File: config.mk
export PLATFORM = sky130hd
export DESIGN_NAME = flag_branch_unit_flat
export DESIGN_NICKNAME = d
export VERILOG_FILES = /design/src/rtl/cpu_pkg.sv /design/src/rtl/flag_branch_unit_if.sv /design/src/rtl/flag_branch_unit_cond_eval.sv /design/src/rtl/flag_branch_unit.sv /design/src/flat_wrapper.sv
export SDC_FILE = /design/constraint.sdc
export NUM_CORES = 1
export LEC_CHECK = 0
export ABC_CLOCK_PERIOD_IN_PS = 1500
export CAP_MARGIN = 30
export CORE_MARGIN = 4
export CORE_UTILIZATION = 41
export CTS_CLUSTER_SIZE = 30
export DETAILED_ROUTE_END_ITERATION = 10
export GPL_TIMING_DRIVEN = 0
export PLACE_DENSITY = 0.75
export SYNTH_ARGS = -nofsm -noshare
export SYNTH_HDL_FRONTEND = slang
export SYNTH_SLANG_ARGS = --single-unit
File: constraint.sdc
create_clock -name clk -period 1.5 [get_ports clk]
set_input_delay 0.15 -clock clk [delete_from_list [all_inputs] [get_ports clk]]
set_output_delay 0.15 -clock clk [all_outputs]
set_load 0.01 [all_outputs]
File: src/rtl/cpu_pkg.sv
// Shared CPU definitions: branch op encoding, ARM condition codes, NZCV bit indices.
package cpu_pkg;

  typedef enum logic [1:0] {
    BR_NONE   = 2'b00,
    BR_UNCOND = 2'b01,
    BR_CBZ    = 2'b10,
    BR_COND   = 2'b11
  } br_op_t;

  localparam logic [3:0] COND_EQ = 4'h0;
  localparam logic [3:0] COND_NE = 4'h1;
  localparam logic [3:0] COND_HS = 4'h2;
  localparam logic [3:0] COND_LO = 4'h3;
  localparam logic [3:0] COND_MI = 4'h4;
  localparam logic [3:0] COND_PL = 4'h5;
  localparam logic [3:0] COND_VS = 4'h6;
  localparam logic [3:0] COND_VC = 4'h7;
  localparam logic [3:0] COND_HI = 4'h8;
  localparam logic [3:0] COND_LS = 4'h9;
  localparam logic [3:0] COND_GE = 4'hA;
  localparam logic [3:0] COND_LT = 4'hB;
  localparam logic [3:0] COND_GT = 4'hC;
  localparam logic [3:0] COND_LE = 4'hD;
  localparam logic [3:0] COND_AL = 4'hE;

  localparam int FLAG_N = 3;
  localparam int FLAG_Z = 2;
  localparam int FLAG_C = 1;
  localparam int FLAG_V = 0;

endpackage

File: src/rtl/flag_branch_unit_if.sv
// EX-stage bundle between the pipeline (master) and flag_branch_unit (slave).
interface flag_branch_unit_if #(parameter int CNT_W = 16);
  logic             valid_in;
  logic             stall;
  logic             flush;
  logic             set_flags;
  logic             alu_negative;
  logic             alu_zero;
  logic             alu_carry;
  logic             alu_overflow;
  logic [1:0]       br_op;
  logic [3:0]       cond;
  logic             cbz_zero;
  logic [3:0]       flags_q;
  logic             br_valid_q;
  logic             br_taken_q;
  logic [CNT_W-1:0] taken_count_q;

  modport master (
    output valid_in, stall, flush, set_flags,
    output alu_negative, alu_zero, alu_carry, alu_overflow,
    output br_op, cond, cbz_zero,
    input  flags_q, br_valid_q, br_taken_q, taken_count_q
  );

  modport slave (
    input  valid_in, stall, flush, set_flags,
    input  alu_negative, alu_zero, alu_carry, alu_overflow,
    input  br_op, cond, cbz_zero,
    output flags_q, br_valid_q, br_taken_q, taken_count_q
  );
endinterface

File: src/rtl/flag_branch_unit_cond_eval.sv
// ARM condition evaluation against NZCV. FLAG_BRANCH_FULL_COND_EN enables the
// full condition set; otherwise only LT is recognised.
module cond_eval
  import cpu_pkg::*;
(
  input  logic [3:0] cond,
  input  logic [3:0] flags,
  output logic       cond_true
);

  logic n, z, c, v;
  assign n = flags[FLAG_N];
  assign z = flags[FLAG_Z];
  assign c = flags[FLAG_C];
  assign v = flags[FLAG_V];

`ifdef FLAG_BRANCH_FULL_COND_EN
  always_comb begin
    cond_true = 1'b0;
    case (cond)
      COND_EQ: cond_true = z;
      COND_NE: cond_true = ~z;
      COND_HS: cond_true = c;
      COND_LO: cond_true = ~c;
      COND_MI: cond_true = n;
      COND_PL: cond_true = ~n;
      COND_VS: cond_true = v;
      COND_VC: cond_true = ~v;
      COND_HI: cond_true = c & ~z;
      COND_LS: cond_true = ~c | z;
      COND_GE: cond_true = (n == v);
      COND_LT: cond_true = (n != v);
      COND_GT: cond_true = ~z & (n == v);
      COND_LE: cond_true = z | (n != v);
      default: cond_true = 1'b1; // AL (E) and F both mean always
    endcase
  end
`else
  logic unused_zc;
  assign unused_zc = z ^ c;

  always_comb begin
    cond_true = (cond == COND_LT) & (n != v);
  end
`endif

endmodule

File: src/rtl/flag_branch_unit.sv
// EX-stage NZCV register, B/CBZ/B.cond resolution with a 1-cycle registered
// decision, and a saturating taken-branch counter. Optional: FLAG_BRANCH_FULL_COND_EN.
module flag_branch_unit
  import cpu_pkg::*;
#(
  parameter int CNT_W = 16
) (
  input logic               clk,
  input logic               reset,
  flag_branch_unit_if.slave bus
);

  logic [3:0]       flags_q, flags_d;
  logic             br_valid_q, br_valid_d;
  logic             br_taken_q, br_taken_d;
  logic [CNT_W-1:0] cnt_q, cnt_d;

  br_op_t op;
  logic   is_br, take, cond_true;

  assign op    = br_op_t'(bus.br_op);
  assign is_br = (op != BR_NONE);

  // Evaluated against the stored flags, so a same-cycle flag write is not seen.
  cond_eval u_cond_eval (
    .cond      (bus.cond),
    .flags     (flags_q),
    .cond_true (cond_true)
  );

  always_comb begin
    take = 1'b0;
    case (op)
      BR_UNCOND: take = 1'b1;
      BR_CBZ:    take = bus.cbz_zero;
      BR_COND:   take = cond_true;
      default:   take = 1'b0;
    endcase
  end

  always_comb begin
    flags_d    = flags_q;
    br_valid_d = br_valid_q;
    br_taken_d = br_taken_q;
    cnt_d      = cnt_q;
    if (bus.flush) begin
      br_valid_d = 1'b0;
      br_taken_d = 1'b0;
    end else if (!bus.stall) begin
      if (bus.valid_in) begin
        if (bus.set_flags)
          flags_d = {bus.alu_negative, bus.alu_zero, bus.alu_carry, bus.alu_overflow};
        br_valid_d = is_br;
        br_taken_d = is_br & take;
        if (is_br && take && !(&cnt_q))
          cnt_d = cnt_q + CNT_W'(1);
      end else begin
        br_valid_d = 1'b0;
        br_taken_d = 1'b0;
      end
    end
  end

  always_ff @(posedge clk) begin
    if (!reset) begin
      flags_q    <= 4'b0000;
      br_valid_q <= 1'b0;
      br_taken_q <= 1'b0;
      cnt_q      <= '0;
    end else begin
      flags_q    <= flags_d;
      br_valid_q <= br_valid_d;
      br_taken_q <= br_taken_d;
      cnt_q      <= cnt_d;
    end
  end

  assign bus.flags_q       = flags_q;
  assign bus.br_valid_q    = br_valid_q;
  assign bus.br_taken_q    = br_taken_q;
  assign bus.taken_count_q = cnt_q;

endmodule
File: src/flat_wrapper.sv
// flat-port wrapper written by rule: the top's interface ports become plain ports
module flag_branch_unit_flat import cpu_pkg::*;
#(
  parameter int CNT_W = 16
)
  (clk, reset, bus_valid_in, bus_stall, bus_flush, bus_set_flags, bus_alu_negative, bus_alu_zero, bus_alu_carry, bus_alu_overflow, bus_br_op, bus_cond, bus_cbz_zero, bus_flags_q, bus_br_valid_q, bus_br_taken_q, bus_taken_count_q);
  flag_branch_unit_if #(.CNT_W(CNT_W)) bus_i ();
  input logic clk;
  input logic reset;
  input wire logic [$bits(bus_i.valid_in)-1:0] bus_valid_in;
  input wire logic [$bits(bus_i.stall)-1:0] bus_stall;
  input wire logic [$bits(bus_i.flush)-1:0] bus_flush;
  input wire logic [$bits(bus_i.set_flags)-1:0] bus_set_flags;
  input wire logic [$bits(bus_i.alu_negative)-1:0] bus_alu_negative;
  input wire logic [$bits(bus_i.alu_zero)-1:0] bus_alu_zero;
  input wire logic [$bits(bus_i.alu_carry)-1:0] bus_alu_carry;
  input wire logic [$bits(bus_i.alu_overflow)-1:0] bus_alu_overflow;
  input wire logic [$bits(bus_i.br_op)-1:0] bus_br_op;
  input wire logic [$bits(bus_i.cond)-1:0] bus_cond;
  input wire logic [$bits(bus_i.cbz_zero)-1:0] bus_cbz_zero;
  output wire logic [$bits(bus_i.flags_q)-1:0] bus_flags_q;
  output wire logic [$bits(bus_i.br_valid_q)-1:0] bus_br_valid_q;
  output wire logic [$bits(bus_i.br_taken_q)-1:0] bus_br_taken_q;
  output wire logic [$bits(bus_i.taken_count_q)-1:0] bus_taken_count_q;
  assign bus_i.valid_in = bus_valid_in;
  assign bus_i.stall = bus_stall;
  assign bus_i.flush = bus_flush;
  assign bus_i.set_flags = bus_set_flags;
  assign bus_i.alu_negative = bus_alu_negative;
  assign bus_i.alu_zero = bus_alu_zero;
  assign bus_i.alu_carry = bus_alu_carry;
  assign bus_i.alu_overflow = bus_alu_overflow;
  assign bus_i.br_op = bus_br_op;
  assign bus_i.cond = bus_cond;
  assign bus_i.cbz_zero = bus_cbz_zero;
  assign bus_flags_q = bus_i.flags_q;
  assign bus_br_valid_q = bus_i.br_valid_q;
  assign bus_br_taken_q = bus_i.br_taken_q;
  assign bus_taken_count_q = bus_i.taken_count_q;
  flag_branch_unit #(.CNT_W(CNT_W)) u_core (.clk(clk), .reset(reset), .bus(bus_i));
endmodule
==> out/summary.txt, run 1 <==
status: finished, violations left
failing checks: negative setup slack
die outline width: 62.0 um
Reg2Reg Setup Slack: -150 ps
register area: 469 um^2
Sink Count: 22
CP Buf/Inv Count: 0
WP data arrival: 1890 ps
kind of critical path: flop to flop
first-pass GRT wire length: 5240 um
starting DRC count in detailed routing: 42
DRT Pass-1 Iters: 4
Worst path depth: 4
share of cells above drive strength 1: 0.300
crit-path cells: ha_4 -> nand3_2 -> or4_1 -> a21oi_1
max_slew headroom: 0.647
Syn Nets: 153
Yosys warnings: 0
area delta synth->final: 59.0%
R2R cell count: 4
Hold Path Depth: 2
Slew @ Worst Pin: 530 ps
vias per cell: 5.73
Clock Skew: 6.84 ps
clk_lat worst skew: 310 ps
most common cell in the netlist: dfxtp_1
Chip Height: 62.0 um
initial antenna violation count: 0
final setup slack of the worst path: -150 ps
Power Dens Cells: 614 nW/um^2
CP max stage delay: 580 ps
DRC violations left: 0
Final min period: 1650 ps
reg2reg start: u_core.bus.taken_count_q[0]
wire per inst: 15.5 um
Post-synth ARST share: 0
Vias: 1,208
Final setup viols: 16
Reg-to-Reg End: u_core.bus.taken_count_q[4]
max-cap check violation count: 0
Buffers on Ports: 38
Syn Std Cell Area: 1200 um^2
RSZ-0062 raised after global routing: true
CP Launch Type: flop
HP Class: input pin to flop
IO Count: 39
total power: 1170 uW
post-synth cell types: 32
H-tree depth: 1
gr ovfl total: 0
# hold bufs at CTS: 0
Post-Syn Area per Cell: 8.86 um^2
number of global-route vias before repair: 1,227
period utilisation layout: 1.10
Worst IR Drop VDD: 700 uV
CP endpoint kind: flop
CTS tree: done
global placer's final weighted congestion: 0.818
Root Driver: clkbuf_4
Max Fanout on Critical Path: 7
min-delay src: bus_flush
Detail Route Antenna Nets: 0
CTS Buf Count: 3
WP data required: 1740 ps
Slowest-stage cell, CP: or4_1
post-synthesis register bit count: 22
WHS Endpoint: u_core.bus.br_taken_q
# nets final: 199
Gate Count Post-Synth: 135
buffer depth of the longest clock path: 2
Design Area, Final: 1900 um^2
n_diodes: 0
Synth area leader: dfxtp_1
Synth area leaders: dfxtp_1, mux2i_1, nand2_1, a21oi_1, o31ai_1
Die ar.: 3850 um^2
Max Slew Vio Count: 0
Post-synth EDFFs: 0
core box area: 2780 um^2
footprint of the multi-input gates: 856 um^2
Clock Pin Slew Worst Setup and Hold Paths: 140 ps
Post-DP Area: 1640 um^2
Post-synth top flop: dfxtp_1
Crit path max-delay family: simple AND/OR/NAND/NOR gates
Max Freq: 606 MHz
Post-synth top cells: dfxtp_1, nand2_1, mux2i_1, a21oi_1, nor2_1
sequential fraction of the synthesis area: 0.368
Initial Utilization: 0.430
share of the synthesized area in the top cell type: 0.368
placement row count: 19
Leak: 0.000631 uW
FILL cells: 238
final hold vios: 0
final wirelength: 3280 um
Total GRT Usage: 0.176
largest net degree at the start of global routing: 14
post-DP HPWL: 2230 um
==> final cells by class <==
type / count / share of cell area
timing repair buffer: 41 / 0.213
inverter: 3 / 0.00592
clock inverter: 1 / 0.0158
sequential: 22 / 0.247
buffer: 8 / 0.0368
clock buffer: 3 / 0.0118
tap: 31 / 0.0204
multi-input combinational: 102 / 0.450
==> cells by family after synthesis <==
logic type | synth area share
buffers and inverters | 0.0648
XOR/XNOR | 0.00732
flip-flops | 0.368
AO/OA/AOI/OAI | 0.164
multiplexers | 0.0837
AND/OR/NAND/NOR | 0.301
adder cells (fa/ha/maj) | 0.0105
==> flip-flops by register name (all words and copies together), names as in the netlist <==
signal                    cells
u_core.bus.taken_count_q     16
u_core.bus.br_valid_q         1
u_core.bus.br_taken_q         1
u_core.bus.flags_q            4
==> timing repair <==
action,CTS,global route
gates cloned,0,0
endpoints found under the setup margin,17,20
buffers inserted,2,1
pin swaps,1,2
resized for setup,22,22
==> report_power, final <==
group	total, uW	internal (uW)	leakage, uW	switching [uW]
Clock	463	270	0.0000279	193
Combinational	120	64.9	0.000416	54.6
Sequential	586	582	0.000186	4.35
Total	1170	916	0.000631	252
==> placed cells by master, fill, tap and decap left out, types with 6 or more instances in the layout <==
| cell | n |
|---|---|
| dfxtp_1 | 7 |
| nand3_1 | 6 |
| mux2i_1 | 9 |
| clkdlybuf4s50_1 | 36 |
| nand2_1 | 14 |
| dfxtp_2 | 11 |
| or4_1 | 6 |
| nor2_1 | 7 |
| a21oi_1 | 6 |
==> per-stage QoR <==
step	utilization	instances	TNS, ps	hold WS, ps	setup WS, ps
global route	0.684	211	-3350	429	-265
CTS	0.643	210	-1730	422	-131
finish	0.684	211	-1910	429	-150
detailed placement	0.589	204	-8440	484	-598
global placement	0.589	204	-7370	464	-500
floorplan	-	135	-265	227	-31.6
==> how the worst max path moves through the flow <==
stage                                start                            to  slack, ps
3_5_place_dp                  bus_br_op[0]  u_core.bus.taken_count_q[14]       -600
5_1_grt              u_core.bus.flags_q[0]   u_core.bus.taken_count_q[8]       -260
3_3_place_gp                  bus_br_op[0]  u_core.bus.taken_count_q[12]       -500
2_1_floorplan        u_core.bus.flags_q[0]   u_core.bus.taken_count_q[6]        -30
4_1_cts              u_core.bus.flags_q[0]   u_core.bus.taken_count_q[8]       -130
6_report       u_core.bus.taken_count_q[0]   u_core.bus.taken_count_q[4]       -150
==> layer usage <==
layer,routed length [um],vias up,GRT usage
li1,-,600,-
met2,1680,42,0.317
met5,0,-,0
met1,1390,564,0.216
met3,199,2,0.0331
met4,10,0,0.0424
Note: power is estimated with default switching activity, not from simulation.
==> run 2, diff against run 1 <==
--- a/config.mk
+++ b/config.mk
@@ -8,11 +8,12 @@
 export ABC_CLOCK_PERIOD_IN_PS = 1500
 export CAP_MARGIN = 30
 export CORE_MARGIN = 4
-export CORE_UTILIZATION = 41
+export CORE_UTILIZATION = 42
+export CTS_BUF_LIST = sky130_fd_sc_hd__clkbuf_4 sky130_fd_sc_hd__clkbuf_8
 export CTS_CLUSTER_SIZE = 30
 export DETAILED_ROUTE_END_ITERATION = 10
 export GPL_TIMING_DRIVEN = 0
-export PLACE_DENSITY = 0.75
+export PLACE_DENSITY = 0.77
 export SYNTH_ARGS = -nofsm -noshare
 export SYNTH_HDL_FRONTEND = slang
 export SYNTH_SLANG_ARGS = --single-unit
==> out/summary.txt, run 2 (synthesis results as in run 1) <==
CP startpoint: u_core.bus.taken_count_q[4]
area delta synth->final: 55.5%
CTS Buf Count: 3
DRT Pass-1 Iters: 4
total power: 1050 uW
Final setup viols: 16
Worst IR Drop VDD: 409 uV
Initial Utilization: 0.438
final wirelength: 3460 um
global placer's final weighted congestion: 0.784
gr ovfl total: 0
max-cap check violation count: 0
share of cells above drive strength 1: 0.299
pre-CTS setup slack: -557 ps
first-pass GRT wire length: 5130 um
final setup slack of the worst path: -166 ps
Root Driver: clkbuf_4
HP Class: input pin to flop
status: finished, violations left
Sink Count: 22
min-delay src: bus_flush
Max Slew Vio Count: 0
most frequent cells in the layout: clkdlybuf4s50_1, nand2_1, mux2i_1, dfxtp_2, a21oi_1
final hold vios: 0
DRC violations left: 0
period utilisation layout: 1.11
Buffers on Ports: 38
Chip Height: 61.4 um
CTS tree: done
Setup Total Neg Slack: -1720 ps
buffer depth of the longest clock path: 2
number of global-route vias before repair: 1,233
CP endpoint kind: flop
Vias: 1,258
kind of critical path: flop to flop
Final min period: 1670 ps
Power Dens Cells: 563 nW/um^2
die outline width: 61.4 um
Leak: 0.000598 uW
failing checks: negative setup slack
post-DP HPWL: 2370 um
H-tree depth: 1
Min Hold Slack: 426 ps
Max Freq: 600 MHz
# nets final: 203
total placed cells including tap cells: 204
Detail Route Antenna Nets: 0
reg2reg start: u_core.bus.taken_count_q[4]
initial antenna violation count: 0
Die ar.: 3770 um^2
starting DRC count in detailed routing: 47
Total GRT Usage: 0.180
Max Fanout on Critical Path: 7
Clock Pin Slew Worst Setup and Hold Paths: 140 ps
wire per inst: 16.1 um
core box area: 2730 um^2
Clock Skew: 8.15 ps
max_slew headroom: 0.671
IO Count: 39
Slew @ Worst Pin: 494 ps
WP data required: 1760 ps
leading cell type in the layout, fill and taps excluded: clkdlybuf4s50_1
Reg2Reg Setup Slack: -170 ps
placement row count: 19
Finished Layout Cells: 215
n_diodes: 0
largest net degree at the start of global routing: 13
clk_lat worst skew: 320 ps
# hold bufs at CTS: 0
CP Launch Type: flop
max reg flops: 16
WP data arrival: 1930 ps
vias per cell: 5.85
RSZ-0062 raised after global routing: true
## run 2: final cells by class
class	instances	area, um^2
plain buffers	7	61.3
well taps	31	38.8
inverters	3	11.3
multi-input cells	103	801
flip-flops and latches	22	478
fillers	222	873
clock buffers	4	36.3
repair buffers	45	434
## run 2: what timing repair did
item / in CTS / in global routing
buffers inserted: 3 / 4
resized for setup: 22 / 18
gates cloned: 0 / 1
setup endpoints to repair: 16 / 24
pin swaps: 2 / 4
## run 2: final timing paths
path | endpoint | depth (start not counted)
worst min-delay path | u_core.bus.br_taken_q | 2
worst max register to register | u_core.bus.taken_count_q[13] | 5
worst min register to register | u_core.bus.taken_count_q[12] | 2
worst max-delay path | u_core.bus.taken_count_q[13] | 5
## run 2: layer usage
layer | global-route usage | up-vias | part of all wire
li1 | - | 608 | -
met1 | 0.203 | 591 | 0.39
met2 | 0.334 | 50 | 0.52
met3 | 0.0461 | 9 | 0.073
met4 | 0.0485 | 0 | 0.018
met5 | 0 | - | 0
## run 2: per-stage QoR
stage | util | area [um^2]
6_report | 0.681 | 1860
5_1_grt | 0.681 | 1860
4_1_cts | 0.655 | 1790
3_5_place_dp | 0.600 | 1640
3_3_place_gp | 0.600 | 1640
2_1_floorplan | - | 1220
## run 2: worst max-delay path: stages (launching register included)
cell,delay (ps)
dfxtp_4,400
nand4_1,180
nor2_2,260
nand4_1,140
or4_1,500
a21oi_2,140
## run 2: power by group
| part | switching [uW] | internal [uW] |
|---|---|---|
| Combinational | 53.4 | 64.1 |
| Clock | 201 | 148 |
| Sequential | 4.19 | 577 |
==> run 3, diff against run 2 <==
--- a/config.mk
+++ b/config.mk
@@ -8,12 +8,13 @@
 export ABC_CLOCK_PERIOD_IN_PS = 1500
 export CAP_MARGIN = 30
 export CORE_MARGIN = 4
-export CORE_UTILIZATION = 42
-export CTS_BUF_LIST = sky130_fd_sc_hd__clkbuf_4 sky130_fd_sc_hd__clkbuf_8
+export CORE_UTILIZATION = 40
+export CTS_BUF_LIST = sky130_fd_sc_hd__clkbuf_4 sky130_fd_sc_hd__clkbuf_8 sky130_fd_sc_hd__clkbuf_16
 export CTS_CLUSTER_SIZE = 30
 export DETAILED_ROUTE_END_ITERATION = 10
 export GPL_TIMING_DRIVEN = 0
-export PLACE_DENSITY = 0.77
+export PLACE_DENSITY = 0.72
 export SYNTH_ARGS = -nofsm -noshare
 export SYNTH_HDL_FRONTEND = slang
+export SYNTH_HIERARCHICAL = 1
 export SYNTH_SLANG_ARGS = --single-unit
==> out/summary.txt, run 3 <==
Reg2Reg Setup Slack: -140 ps
initial antenna violation count: 0
final hold vios: 0
most frequent cells in the layout: clkdlybuf4s50_1, buf_4, nand2_1, mux2i_1, dfxtp_2
HP Class: input pin to flop
final wirelength: 3830 um
Post-synth EDFFs: 0
min-delay src: bus_alu_overflow
WHS Endpoint: u_core/bus.flags_q[0]
Hold Path Depth: 3
Gate Count Post-Synth: 130
Yosys warnings: 6
pre-CTS setup slack: -481 ps
period utilisation layout: 1.09
share of cells above drive strength 1: 0.309
max reg flops: 16
global placer's final weighted congestion: 0.784
post-synth cell types: 36
Leak: 0.000714 uW
total power: 1050 uW
core box area: 2780 um^2
Syn Nets: 148
Max Freq: 609 MHz
starting DRC count in detailed routing: 75
Power Dens Cells: 532 nW/um^2
RSZ-0062 raised after global routing: true
IO Count: 39
Synth area leaders: dfxtp_1, mux2i_1, a21oi_1, nor4_1, nand2_1
area delta synth->final: 69.0%
Final min period: 1640 ps
Synth area leader: dfxtp_1
WP data arrival: 1900 ps
gr ovfl total: 0
Die ar.: 3840 um^2
number of global-route vias before repair: 1,256
CP Launch Type: flop
CTS Buf Count: 3
sequential fraction of the synthesis area: 0.378
wire per inst: 17.5 um
largest net degree at the start of global routing: 13
DRC violations left: 0
Final setup viols: 16
Syn Std Cell Area: 1170 um^2
Max Fanout on Critical Path: 8
Post-synth top flop: dfxtp_1
Buffers on Ports: 38
# nets final: 207
Root Driver: clkbuf_4
Clock Skew: 8.01 ps
placement row count: 19
Post-synth ARST share: 0
post-DP HPWL: 2280 um
Chip Height: 62.0 um
most common cell in the netlist: dfxtp_1
vias per cell: 5.75
Finished Layout Cells: 219
post-synthesis register bit count: 22
total placed cells including tap cells: 199
buffer depth of the longest clock path: 2
Detail Route Antenna Nets: 0
Max Slew Vio Count: 0
leading cell type in the layout, fill and taps excluded: clkdlybuf4s50_1
Slew @ Worst Pin: 523 ps
n_diodes: 0
CTS tree: done
first-pass GRT wire length: 5740 um
Total GRT Usage: 0.208
Worst IR Drop VDD: 477 uV
CP endpoint kind: flop
status: finished, violations left
Clock Pin Slew Worst Setup and Hold Paths: 130 ps
die outline width: 62.0 um
Vias: 1,260
H-tree depth: 1
kind of critical path: flop to flop
clk_lat worst skew: 320 ps
reg2reg start: u_core/bus.flags_q[3]
share of the synthesized area in the top cell type: 0.378
failing checks: negative setup slack
DRT Pass-1 Iters: 4
final setup slack of the worst path: -142 ps
Initial Utilization: 0.419
Sink Count: 22
max-cap check violation count: 0
Post-Syn Area per Cell: 8.97 um^2
# hold bufs at CTS: 0
max_slew headroom: 0.651
Post-synth top cells: dfxtp_1, mux2i_1, nand2_1, a21oi_1
WP data required: 1750 ps
R2R cell count: 7
Reg-to-Reg End: u_core/bus.taken_count_q[0]
run 3: cell types whose count changed in the layout (fill, tap and decap cells not counted), sizes merged, moves of 2 or more:
cell,before,now
nand3b,1,3
buf,10,19
o21ai,5,3
nand2,14,11
nor4,6,8
nor2,9,6
and3,3,1
nand4,3,5
run 3: what timing repair did:
item,CTS,global route
gates resized for setup,30,14
pin swaps,13,8
cloned,2,0
buffers inserted,13,2
setup endpoints to repair,21,28
run 3: power by group:
group | internal (uW) | switching, uW | total [uW]
logic | 75.2 | 54.8 | 130
clock network | 148 | 184 | 332
registers | 582 | 3.42 | 586
total | 806 | 242 | 1050
run 3: cells by family after synthesis:
| group | synth area share |
|---|---|
| xor gates and xnor gates | 0.00751 |
| and+or+nand+nor | 0.354 |
| adders and majority gates | 0.0107 |
| buffers and inverters | 0.0386 |
| muxes | 0.0944 |
| DFF | 0.378 |
| AOI/OAI and AO/OA | 0.117 |
run 3: critical path, cell delays in order (launching register included):
cell      delay, ps
dfxtp_2         350
xnor2_1         130
nor2_1           80
nand3b_1        180
nand3b_4        180
buf_16          200
or3_4           360
a21oi_2         110
run 3: worst max path at each step:
stage                                       startpoint                            to  cells past startpoint
after floorplan           u_core/bus.taken_count_q[13]   u_core/bus.taken_count_q[7]                      5
after global placement                     bus_cond[2]  u_core/bus.taken_count_q[15]                      8
after detailed placement                   bus_cond[2]  u_core/bus.taken_count_q[15]                      8
after CTS                        u_core/bus.flags_q[3]   u_core/bus.taken_count_q[1]                      7
after global routing             u_core/bus.flags_q[0]  u_core/bus.taken_count_q[14]                      7
final                            u_core/bus.flags_q[3]   u_core/bus.taken_count_q[0]                      7
run 3: layer usage:
metal | part of all wire | GRT usage | vias to the layer above
li1 | - | - | 609
met1 | 0.39 | 0.235 | 598
met2 | 0.52 | 0.370 | 45
met3 | 0.067 | 0.0455 | 8
met4 | 0.020 | 0.0970 | 0
met5 | 0 | 0 | -
run 3: stage by stage:
stage | TNS (ps) | util | cell area, um^2 | hold slack, ps
CTS | -1820 | 0.686 | 1910 | 456
floorplan | -32.2 | - | 1190 | 229
global route | -3530 | 0.709 | 1970 | 458
detailed placement | -7880 | 0.579 | 1610 | 486
finish | -1690 | 0.709 | 1970 | 451
global placement | -6880 | 0.579 | 1610 | 475
run 3: cell type report:
type	instances	area (um^2)
multi-input cells	99	832
fillers	216	811
repair buffers	55	537
flip-flops and latches	22	468
plain buffers	5	47.5
well taps	31	38.8
clock buffers	4	36.3
inverters	3	11.3
